## config.mk

```make
export PLATFORM = sky130hd
export DESIGN_NAME = dac_sample_ctrl
export DESIGN_NICKNAME = d
export VERILOG_FILES = /design/src/rtl/dac_sample_ctrl.sv
export SDC_FILE = /design/constraint.sdc
export NUM_CORES = 1
export LEC_CHECK = 0
export CAP_MARGIN = 20
export CORE_MARGIN = 2
export CORE_UTILIZATION = 45
export DETAILED_ROUTE_END_ITERATION = 7
export PLACE_DENSITY = 0.61
export SLEW_MARGIN = 20
export SYNTH_ARGS = -nofsm -noshare
export SYNTH_HDL_FRONTEND = slang
export SYNTH_SLANG_ARGS = --single-unit
```

## constraint.sdc

```tcl
create_clock -name clk -period 5.7 [get_ports clk]
set_input_delay 0.57 -clock clk [delete_from_list [all_inputs] [get_ports clk]]
set_output_delay 0.57 -clock clk [all_outputs]
set_load 0.02 [all_outputs]
```

## src/rtl/dac_sample_ctrl.sv

```systemverilog
// DAC sample controller: SPI-mode-0 slave feeding a sample FIFO drained by a programmable tick,
// with a direct-drive bypass mode and a status readback byte on MISO.
module dac_sample_ctrl #(
  parameter int FIFO_DEPTH  = 8,
  parameter int SYNC_STAGES = 2
) (
  input  logic                          clk,
  input  logic                          rst,
  input  logic                          ena,
  input  logic                          spi_sclk,
  input  logic                          spi_mosi,
  input  logic                          spi_cs_b,
  output logic                          spi_miso,
  input  logic [7:0]                    d_direct,
  output logic [7:0]                    d_out,
  output logic                          sample_stb,
  output logic                          underrun,
  output logic                          overflow,
  output logic [$clog2(FIFO_DEPTH):0]   fifo_level
);

  localparam int AW = $clog2(FIFO_DEPTH);
  localparam int LW = AW + 1;

  logic [SYNC_STAGES-1:0] sclk_sync_q, sclk_sync_d, mosi_sync_q, mosi_sync_d, csb_sync_q, csb_sync_d;
  logic sclk_prev_q, csb_prev_q, armed_q, armed_d;
  logic [4:0]  bit_cnt_q, bit_cnt_d;
  logic [15:0] rx_sr_q, rx_sr_d;
  logic        frame_done_q, frame_done_d;
  logic [7:0]  miso_sr_q, miso_sr_d;
  logic [7:0]  div_q, div_d, tick_q, tick_d;
  logic        mode_q, mode_d;
  logic [AW-1:0] wr_ptr_q, wr_ptr_d, rd_ptr_q, rd_ptr_d;
  logic [LW-1:0] level_q, level_d;
  logic [7:0]  mem_q [FIFO_DEPTH];
  logic [7:0]  d_out_q, d_out_d;
  logic        stb_q, stb_d, ovf_q, ovf_d, unf_q, unf_d;

  logic sclk_s, mosi_s, csb_s, sclk_rise, sclk_fall, csb_fall;
  logic is_cfg, push, div_wr, ctrl_wr, flush, clr_flags, pop_req;
  logic empty, full, pop_ok, push_ok;
  logic [3:0] lvl_sat;
  logic unused_rx;

  // cs_b chain resets low so a cs_b held low across reset never looks like a fresh falling edge
  always_comb begin
    sclk_sync_d = SYNC_STAGES'({sclk_sync_q, spi_sclk});
    mosi_sync_d = SYNC_STAGES'({mosi_sync_q, spi_mosi});
    csb_sync_d  = SYNC_STAGES'({csb_sync_q, spi_cs_b});
  end

  assign sclk_s    = sclk_sync_q[SYNC_STAGES-1];
  assign mosi_s    = mosi_sync_q[SYNC_STAGES-1];
  assign csb_s     = csb_sync_q[SYNC_STAGES-1];
  assign sclk_rise = sclk_s & ~sclk_prev_q;
  assign sclk_fall = ~sclk_s & sclk_prev_q;
  assign csb_fall  = ~csb_s & csb_prev_q;
  assign unused_rx = ^rx_sr_q[11:8];

  always_comb begin
    armed_d      = armed_q;
    bit_cnt_d    = bit_cnt_q;
    rx_sr_d      = rx_sr_q;
    frame_done_d = 1'b0;
    miso_sr_d    = miso_sr_q;
    if (csb_s) begin
      armed_d   = 1'b0;
      bit_cnt_d = '0;
      rx_sr_d   = '0;
    end else begin
      if (csb_fall) armed_d = 1'b1;
      if (armed_q && sclk_rise && bit_cnt_q != 5'd16) begin
        rx_sr_d      = {rx_sr_q[14:0], mosi_s};
        bit_cnt_d    = bit_cnt_q + 5'd1;
        frame_done_d = (bit_cnt_q == 5'd15);
      end
    end
    if (csb_fall) miso_sr_d = {ovf_q, unf_q, 2'b00, lvl_sat};
    else if (!csb_s && sclk_fall) miso_sr_d = {miso_sr_q[6:0], 1'b0};
  end

  always_comb begin
    lvl_sat = 4'(level_q);
    if (32'(level_q) > 32'd15) lvl_sat = 4'hF;
  end

  assign is_cfg    = frame_done_q & rx_sr_q[15];
  assign push      = frame_done_q & ~rx_sr_q[15];
  assign div_wr    = is_cfg & (rx_sr_q[14:12] == 3'd0);
  assign ctrl_wr   = is_cfg & (rx_sr_q[14:12] == 3'd1);
  assign flush     = ctrl_wr & rx_sr_q[2];
  assign clr_flags = ctrl_wr & rx_sr_q[1];

  always_comb begin
    div_d   = div_wr  ? rx_sr_q[7:0] : div_q;
    mode_d  = ctrl_wr ? rx_sr_q[0]   : mode_q;
    tick_d  = tick_q;
    pop_req = 1'b0;
    if (div_wr) begin
      tick_d = '0;
    end else if (ena && mode_q) begin
      if (tick_q == div_q) begin
        pop_req = 1'b1;
        tick_d  = '0;
      end else begin
        tick_d = tick_q + 8'd1;
      end
    end
  end

  assign empty   = (level_q == '0);
  assign full    = (level_q == LW'(FIFO_DEPTH));
  assign pop_ok  = pop_req & ~empty & ~flush;
  assign push_ok = push & ~flush & (~full | pop_ok);

  always_comb begin
    wr_ptr_d = wr_ptr_q;
    rd_ptr_d = rd_ptr_q;
    level_d  = level_q;
    d_out_d  = d_out_q;
    stb_d    = 1'b0;
    if (push_ok) wr_ptr_d = wr_ptr_q + AW'(1);
    if (pop_ok)  rd_ptr_d = rd_ptr_q + AW'(1);
    case ({push_ok, pop_ok})
      2'b10:   level_d = level_q + LW'(1);
      2'b01:   level_d = level_q - LW'(1);
      default: level_d = level_q;
    endcase
    if (flush) begin
      wr_ptr_d = '0;
      rd_ptr_d = '0;
      level_d  = '0;
    end
    if (!mode_q) begin
      d_out_d = d_direct;
    end else if (pop_ok) begin
      d_out_d = mem_q[rd_ptr_q];
      stb_d   = 1'b1;
    end
    ovf_d = clr_flags ? 1'b0 : (ovf_q | (push & full & ~pop_ok & ~flush));
    unf_d = clr_flags ? 1'b0 : (unf_q | (pop_req & empty & ~flush));
  end

  always_ff @(posedge clk) begin
    if (rst) begin
      sclk_sync_q  <= '0;
      mosi_sync_q  <= '0;
      csb_sync_q   <= '0;
      sclk_prev_q  <= 1'b0;
      csb_prev_q   <= 1'b0;
      armed_q      <= 1'b0;
      bit_cnt_q    <= '0;
      rx_sr_q      <= '0;
      frame_done_q <= 1'b0;
      miso_sr_q    <= '0;
      div_q        <= 8'd4;
      mode_q       <= 1'b0;
      tick_q       <= '0;
      wr_ptr_q     <= '0;
      rd_ptr_q     <= '0;
      level_q      <= '0;
      d_out_q      <= 8'h80;
      stb_q        <= 1'b0;
      ovf_q        <= 1'b0;
      unf_q        <= 1'b0;
    end else begin
      sclk_sync_q  <= sclk_sync_d;
      mosi_sync_q  <= mosi_sync_d;
      csb_sync_q   <= csb_sync_d;
      sclk_prev_q  <= sclk_s;
      csb_prev_q   <= csb_s;
      armed_q      <= armed_d;
      bit_cnt_q    <= bit_cnt_d;
      rx_sr_q      <= rx_sr_d;
      frame_done_q <= frame_done_d;
      miso_sr_q    <= miso_sr_d;
      div_q        <= div_d;
      mode_q       <= mode_d;
      tick_q       <= tick_d;
      wr_ptr_q     <= wr_ptr_d;
      rd_ptr_q     <= rd_ptr_d;
      level_q      <= level_d;
      d_out_q      <= d_out_d;
      stb_q        <= stb_d;
      ovf_q        <= ovf_d;
      unf_q        <= unf_d;
    end
  end

  always_ff @(posedge clk) begin
    if (push_ok) mem_q[wr_ptr_q] <= rx_sr_q[7:0];
  end

  assign spi_miso   = ~csb_s & miso_sr_q[7];
  assign d_out      = d_out_q;
  assign sample_stb = stb_q;
  assign underrun   = unf_q;
  assign overflow   = ovf_q;
  assign fifo_level = level_q;

endmodule

```

==> results of run 1 <==
per-stage QoR:
step | utilization [%] | power [W] | hold slack (ns)
6_report | 53.41 | 0.002245 | 0.4389
5_1_grt | 53.41 | 0.002311 | 0.4536
4_1_cts | 53.41 | 0.002268 | 0.4417
3_5_place_dp | 48.80 | 0.001142 | 0.4274
3_3_place_gp | 48.80 | 0.001141 | 0.4180
2_1_floorplan | - | 0.001121 | 0.4138
cells in the mapped netlist (8+ instances only):
library cell               count  share of area (%)
sky130_fd_sc_hd__nand3_1      11               0.91
sky130_fd_sc_hd__clkbuf_1     14               0.87
sky130_fd_sc_hd__mux2i_1      24                4.0
sky130_fd_sc_hd__ha_1          8                1.7
sky130_fd_sc_hd__edfxtp_1     64                 32
sky130_fd_sc_hd__mux4_2       16                5.9
sky130_fd_sc_hd__nor2b_1      14                1.4
sky130_fd_sc_hd__inv_1         8               0.50
sky130_fd_sc_hd__a21oi_1      23                1.9
sky130_fd_sc_hd__nor2_1       50                3.1
sky130_fd_sc_hd__o21ai_0      10               0.83
sky130_fd_sc_hd__dfxtp_1      80                 26
sky130_fd_sc_hd__nand2_1      21                1.3
sky130_fd_sc_hd__xor2_1       10                1.4
cell type report:
class	count	share of cell area, %
clock buffers	17	6.038
clock inverters	15	2.593
inverters	9	0.4795
multi-input cells	292	33.40
flip-flops and latches	144	50.03
well taps	176	3.126
repair buffers	31	4.333
cell usage in the layout, fill, tap and decap left out, types with 10 or more instances in the layout:
| cell | n |
|---|---|
| sky130_fd_sc_hd__a21oi_1 | 23 |
| sky130_fd_sc_hd__clkbuf_16 | 17 |
| sky130_fd_sc_hd__clkdlybuf4s50_1 | 29 |
| sky130_fd_sc_hd__dfxtp_1 | 79 |
| sky130_fd_sc_hd__edfxtp_1 | 64 |
| sky130_fd_sc_hd__mux2i_1 | 24 |
| sky130_fd_sc_hd__mux4_2 | 16 |
| sky130_fd_sc_hd__nand2_1 | 21 |
| sky130_fd_sc_hd__nand3_1 | 11 |
| sky130_fd_sc_hd__nor2_1 | 50 |
| sky130_fd_sc_hd__nor2b_1 | 14 |
| sky130_fd_sc_hd__o21ai_0 | 10 |
| sky130_fd_sc_hd__xor2_1 | 10 |
power by group through the flow:
stage | Clock, W | Sequential (W) | Combinational (W)
after floorplan | 0 | 0.00110 | 0.0000176
after global placement | 0 | 0.00110 | 0.0000409
after detailed placement | 0 | 0.00110 | 0.0000414
after CTS | 0.00115 | 0.00108 | 0.0000417
after global routing | 0.00119 | 0.00108 | 0.0000449
final | 0.00113 | 0.00108 | 0.0000412
state kept, by name, indices dropped and copies added, names as in the netlist, named ones only:
signal and flops:
mode_q 1, bit_cnt_q 5, rd_ptr_q 3, sclk_sync_q 2
fifo_level 4, miso_sr_q 8, d_out 8, overflow 1
div_q 8, sclk_prev_q 1, frame_done_q 1, mosi_sync_q 2
sample_stb 1, csb_prev_q 1, armed_q 1, wr_ptr_q 3
rx_sr_q 16, mem_q 64, underrun 1, csb_sync_q 2
tick_q 8
routing by layer:
layer  GRT usage, %  wire length [µm]  vias up
met2          27.84              5712       72
li1               -                 -     1794
met1          25.06              5762     1846
met3          3.375               449       13
met5              0                 0        -
met4          6.618               153        0
worst register-to-register path: cells and delay by family, from the launching register on:
family / cells / cell delay, ns
adder cells (fa/ha/maj): 1 / 0.22
multiplexers: 1 / 0.11
AND/OR/NAND/NOR: 3 / 1.05
flip-flops: 1 / 0.60
AO/OA/AOI/OAI: 4 / 0.70
buffers and inverters: 1 / 0.10
kinds of logic after synthesis:
family	count (synthesis)	synth area share, %
muxes	47	11.21
adders and majority gates	9	1.983
xor gates and xnor gates	21	3.779
DFF	144	58.16
and+or+nand+nor	146	13.65
buffers and inverters	35	3.077
AOI/OAI and AO/OA	69	8.138
path summary, 6_finish.rpt:
check	start	to	depth (start not counted)
min	sclk_sync_q[0]	sclk_sync_q[1]	1
min reg2reg	sclk_sync_q[0]	sclk_sync_q[1]	1
max	rx_sr_q[12]	fifo_level[3]	10
max reg2reg	rx_sr_q[12]	fifo_level[3]	10
==> impl_results.md, run 1 <==
- Cell Chain, Critical Path: and2b_1 > o2111ai_4 > or4_4 > inv_1 > ha_1 > a21o_1 > a21o_1 > nor4_1 > mux2i_1 > a31oi_1
- Core area: 0.01319 mm²
- Die extent in y: ~120 µm
- Worst hold-check path type: flop to flop
- Pin count of the biggest net entering global routing: 41
- Combined buffer and inverter count along the critical path: 1
- Vias after detailed routing: about 3700
- Count of inserted antenna diode cells: 0
- Transition at the pin with the smallest max-transition slack: between 0.7 and 0.8 ns
- Max Transition Viols Final: 0
- Cell count after placement: around 650
- Register-to-register path setup slack: 2.86 ns
- Crit path capture type: flop
- Proportion of register bits with asynchronous set or reset after synthesis: 0%
- Count of state elements after synthesis: approximately 140
- Top FF cell, synth: sky130_fd_sc_hd__dfxtp_1
- Post-placement cell area: between 0.006 and 0.007 mm²
- Synthesized netlist net count: 494
- Die Span X: approximately 120 µm
- Reported net switching power: between 0.0004 and 0.0005 W
- Cell leakage power: approximately 2.4 nW
- Max Cap Viol: 0
- Top Ports: 30
- Overall overflow remaining after global route: 0
- Sinks on the clock net: 144
- Worst-case setup margin in the final layout: 2.855 ns
- Pre-CTS WS: 2.538 ns
- Status: completed
- Drt first pass iters: 4
- Ratio of final minimum period to clock period: between 40% and 50%
- Fmax: 351.5 MHz
- Peak supply drop: roughly 0.00021 V
- Avg Inst Size Synth: 12.86 µm²
- Gate count after technology mapping: roughly 470
- Clock-pin slew of the registers on the worst-case setup and hold paths: ~0.06 ns
- Reg power frac: 48.0%
- Wire length after detailed routing: between 10 and 15 mm
- Antenna violations before repair: 0
- Net Sw Frac: between 20% and 30%
- Setup TNS: 0 ns
- Clock tree from TritonCTS: done
- Post-route insts no fill: 684
- Global-route total usage across every layer: 17.92%
- Via count of the first global-routing pass: 3653
- Global-route wire length before repair: 19.66 mm
- Routed WL per cell: around 18 µm
- Power per unit of standard cell area: 318.7 mW/mm²
- Resize count post-CTS: 0
- Worst endpoint required time: ~6.0 ns
- Slowest cell on the critical path: sky130_fd_sc_hd__dfxtp_1
- Proportion of layout cells with a drive suffix above 1: between 15 and 20%
- Internal Power: 0.001787 W
- Setup repair after global routing missed its margin: false
- Delay of the slowest cell on the worst path: approximately 0.6 ns
- Violation count after the first detailed-route iteration: about 300
- CTS H-Tree Depth: 4
- Post-cts hold buffer count: 0
- Tightest slew margin relative to the limit: between 40% and 50%
- Element type at the critical path start: flop
- Non-Filler Cell Area, Final: between 0.007 and 0.008 mm²
- Standard-cell rows: between 40 and 50
- Detailed placer's ending HPWL: between 7 and 8 mm
- CP delay by family, top: simple AND/OR/NAND/NOR gates
- Multi-input logic area: 0.002354 mm²
- Fill count: 1100
- Number of setup violations in the final report: 0
- Die area: roughly 0.014 mm²
- Setup bufs post-CTS: 0
- Worst-case clock skew: 0.008477 ns
- Clock Latency Late Sink: approximately 0.41 ns
- Part of the Yosys area used for sequential elements: 58.16%
- Number of hold violations in the final report: 0
- Shortest clock period the worst path allows after layout: about 2.8 ns
- Antenna Nets Post-Route: 0
- Buffers from clock root to sink, at most: 2
- Nets@finish: between 500 and 600
- Post-synthesis to final-layout area growth: 16.29%
- Library cell appearing most often on the critical path: sky130_fd_sc_hd__a21o_1
- Total number of yosys warnings: 0
- Initial core utilization: 45.93%
- Highest fanout seen on the critical path: 16
- Clk Tree Root Cell: sky130_fd_sc_hd__clkbuf_16
- Cell area after synthesis: between 0.006 and 0.007 mm²
- Last weighted congestion value of the routability-driven placer: just under 0.8
- Distinct cell type count after synthesis: 70
- EDFF count, synth: between 60 and 70
- Share of total power in combinational logic: 1.8%
- Number of buffers inserted during clock tree synthesis: 17
- Post-DR vias/cell: 5.446
- Sequential cell area: ~0.0035 mm²
- Classification of the worst setup path: flop to flop
- Arrival time of the worst setup path: 3.18 ns
- Clock group share of total power: about half
- IO Port Bufs: 29
- Drc violations: 0
Power figures use the tool's default switching activity.
==> run 2, diff against run 1 <==
Clock period 5.7 ns to 2.8 ns, I/O delays scaled along.
==> run 2 against run 1 <==
Net effect: via count rose by 2.4%; non-clock buffer count up 24; wire length is 4.3% higher; hold slack got worse by 0.024 ns; global-route usage is 0.90 points higher; critical path type unchanged; largest cell class unchanged; highest routed layer unchanged.
==> impl_results.md, run 2 (same netlist as run 1, synthesis figures left out) <==
- Antenna violations before repair: 0 (unchanged)
- Setup bufs post-CTS: 0 (unchanged)
- Shortest clock period the worst path allows after layout: 2.594 ns (-0.2509 ns)
- Last weighted congestion value of the routability-driven placer: 0.8033 (+4.4%)
- Clock Latency Late Sink: 0.42 ns (about the same)
- Proportion of layout cells with a drive suffix above 1: 20.30% (+3.4 points)
- Die extent in y: 120.0 µm (unchanged)
- Post-cts hold buffer count: 0 (unchanged)
- Ratio of final minimum period to clock period: 92.64% (+43 points)
- Highest fanout seen on the critical path: 5 (-11)
- Element type at the critical path start: flop
- Top register by number of flip-flops: mem_q
- Detailed placer's ending HPWL: 8.150 mm (+3.1%)
- Violation count after the first detailed-route iteration: 236 (-20%)
- Clock tree from TritonCTS: done
- Worst hold-check path type: input port to flop
- Drt first pass iters: 6 (+2)
- Peak supply drop: 0.0004149 V (+100%)
- Via count of the first global-routing pass: 3836 (+5.0%)
- Fmax: 385.5 MHz (+9.7%)
- Initial core utilization: 45.93% (unchanged)
- Die Span X: 120.0 µm (unchanged)
- Number of hold violations in the final report: 0 (unchanged)
- Max Transition Viols Final: 0 (unchanged)
- Buffers from clock root to sink, at most: 2 (unchanged)
- Routed WL per cell: 17.79 µm (+0.74%)
- Worst endpoint required time: 3.15 ns (-2.89 ns)
- Clock-pin slew of the registers on the worst-case setup and hold paths: 0.06 ns (about the same)
- Global-route wire length before repair: 20.46 mm (+4.1%)
- Number of setup violations in the final report: 0 (unchanged)
- Count of inserted antenna diode cells: 0 (unchanged)
- Clk Tree Root Cell: sky130_fd_sc_hd__clkbuf_16
- Antenna Nets Post-Route: 0 (unchanged)
- Nets@finish: 542 (+4.6%)
- Pre-CTS WS: -0.003065 ns (-2.541 ns)
- Post-synthesis to final-layout area growth: 19.68%
- Cell leakage power: 2.513 nW (+6.3%)
- Power per unit of standard cell area: 641.6 mW/mm² (+100%)
- Sinks on the clock net: 144 (unchanged)
- Number of flip-flops in the largest register: 64 (unchanged)
- Worst-case setup margin in the final layout: 0.2061 ns (-2.649 ns)
- Pin count of the biggest net entering global routing: 40 (-2.4%)
- Global-route total usage across every layer: 18.81% (+0.90 points)
- Classification of the worst setup path: flop to flop
- Vias after detailed routing: 3813 (+2.4%)
- Wire length after detailed routing: 12.59 mm (+4.3%)
- Core area: 0.01319 mm² (unchanged)
- Status: completed
- Post-placement cell area: 0.006629 mm² (+3.0%)
- IO Port Bufs: 29 (unchanged)
- Top Ports: 30 (unchanged)
- Setup TNS: 0 ns (unchanged)
- Setup repair after global routing missed its margin: false
- Register-to-register path setup slack: 0.21 ns (-2.65 ns)
- PnR Total Power: 0.004652 W (+110%)
- Standard-cell rows: 42 (unchanged)
- Overall overflow remaining after global route: 0 (unchanged)
- Die area: 0.01441 mm² (unchanged)
- Crit path capture type: flop
- Max Cap Viol: 0 (unchanged)
- Worst reg-to-reg path cell count: 10 (unchanged)
- Largest registers: mem_q x64, rx_sr_q x16
- Origin of the critical flop-to-flop path: tick_q[7]
- Hold wc startpoint: spi_mosi
- Commonest non-fill, non-tap cell in the layout: sky130_fd_sc_hd__dfxtp_1
- Transition at the pin with the smallest max-transition slack: 0.7576 ns (-0.03285 ns)
- Worst-case clock skew: 0.007651 ns (-0.0008254 ns)
- Resize count post-CTS: 0 (unchanged)
- Worst hold path depth: 2 (+1)
- Drc violations: 0 (unchanged)
- CTS H-Tree Depth: 4 (unchanged)
- Endpoint of the most critical register-to-register path: fifo_level[3]
- Post-DR vias/cell: 5.386 (-1.1%)
- Number of buffers inserted during clock tree synthesis: 17 (unchanged)
- Non-Filler Cell Area, Final: 0.007251 mm² (+2.9%)
- Leading cell types in the layout, fill and taps excluded: sky130_fd_sc_hd__dfxtp_1 (80), sky130_fd_sc_hd__edfxtp_1 (64), sky130_fd_sc_hd__nor2_1 (50)
- Terminating pin of the worst hold path: mosi_sync_q[0]
- Tightest slew margin relative to the limit: 49.42% (+2.2 points)
- Arrival time of the worst setup path: 2.94 ns (-0.24 ns)
- Tightest hold margin: 0.4144 ns (-0.02445 ns)
[run 2: cell count changes in the layout (fill, tap and decap cells not counted), moves of 2 or more]
cell	change
sky130_fd_sc_hd__buf_4	+23
sky130_fd_sc_hd__clkinv_2	+5
sky130_fd_sc_hd__inv_6	-4
sky130_fd_sc_hd__clkbuf_1	+2
sky130_fd_sc_hd__clkbuf_8	+2
sky130_fd_sc_hd__clkinv_4	-2
sky130_fd_sc_hd__clkinvlp_4	-2
[run 2: cell type report]
type	count	area [µm²]
clock buffer	21	460.4
clock inverter	11	161.4
fill	1098	5939
inverter	9	33.78
multi-input combinational	292	2354
sequential	144	3523
tap	176	220.2
timing repair buffer	55	498.0
[run 2: worst max path at each step]
stage | startpoint | to | cells past startpoint
after floorplan | fifo_level[0] | fifo_level[3] | 10
after global placement | ena | fifo_level[3] | 11
after detailed placement | ena | fifo_level[3] | 11
after CTS | tick_q[7] | fifo_level[3] | 10
after global routing | tick_q[5] | fifo_level[3] | 10
final | tick_q[7] | fifo_level[3] | 10
[run 2: critical path: stages, from the launching register on]
cell and delay [ns]:
sky130_fd_sc_hd__dfxtp_1 0.34, sky130_fd_sc_hd__xnor2_2 0.29, sky130_fd_sc_hd__o2111ai_4 0.17, sky130_fd_sc_hd__or4_4 0.51, sky130_fd_sc_hd__inv_1 0.09, sky130_fd_sc_hd__ha_1 0.23
sky130_fd_sc_hd__a21o_1 0.19, sky130_fd_sc_hd__a21o_1 0.22, sky130_fd_sc_hd__nor4_1 0.22, sky130_fd_sc_hd__mux2i_1 0.11, sky130_fd_sc_hd__a31oi_1 0.16
[run 2: where the power goes]
| part | leakage [nW] | switching [W] | internal [W] |
|---|---|---|---|
| Sequential | 1.24 | 0.00000650 | 0.00219 |
| Clock | 0.307 | 0.000843 | 0.00153 |
| Combinational | 0.966 | 0.0000445 | 0.0000399 |
[run 2: routing by layer]
metal | wire length (µm) | vias to the layer above | part of all wire (%) | track usage [%]
met1 | 6046 | 1880 | 48 | 25.47
met4 | 208 | 0 | 1.7 | 6.544
li1 | - | 1841 | - | -
met2 | 5900 | 72 | 47 | 29.33
met5 | 0 | - | 0 | 0
met3 | 439 | 20 | 3.5 | 4.990
[run 2: metrics by stage]
stage,cells,utilization (%)
floorplan,471,-
global placement,676,50.26
detailed placement,676,50.26
CTS,708,54.97
global route,708,54.97
finish,708,54.97
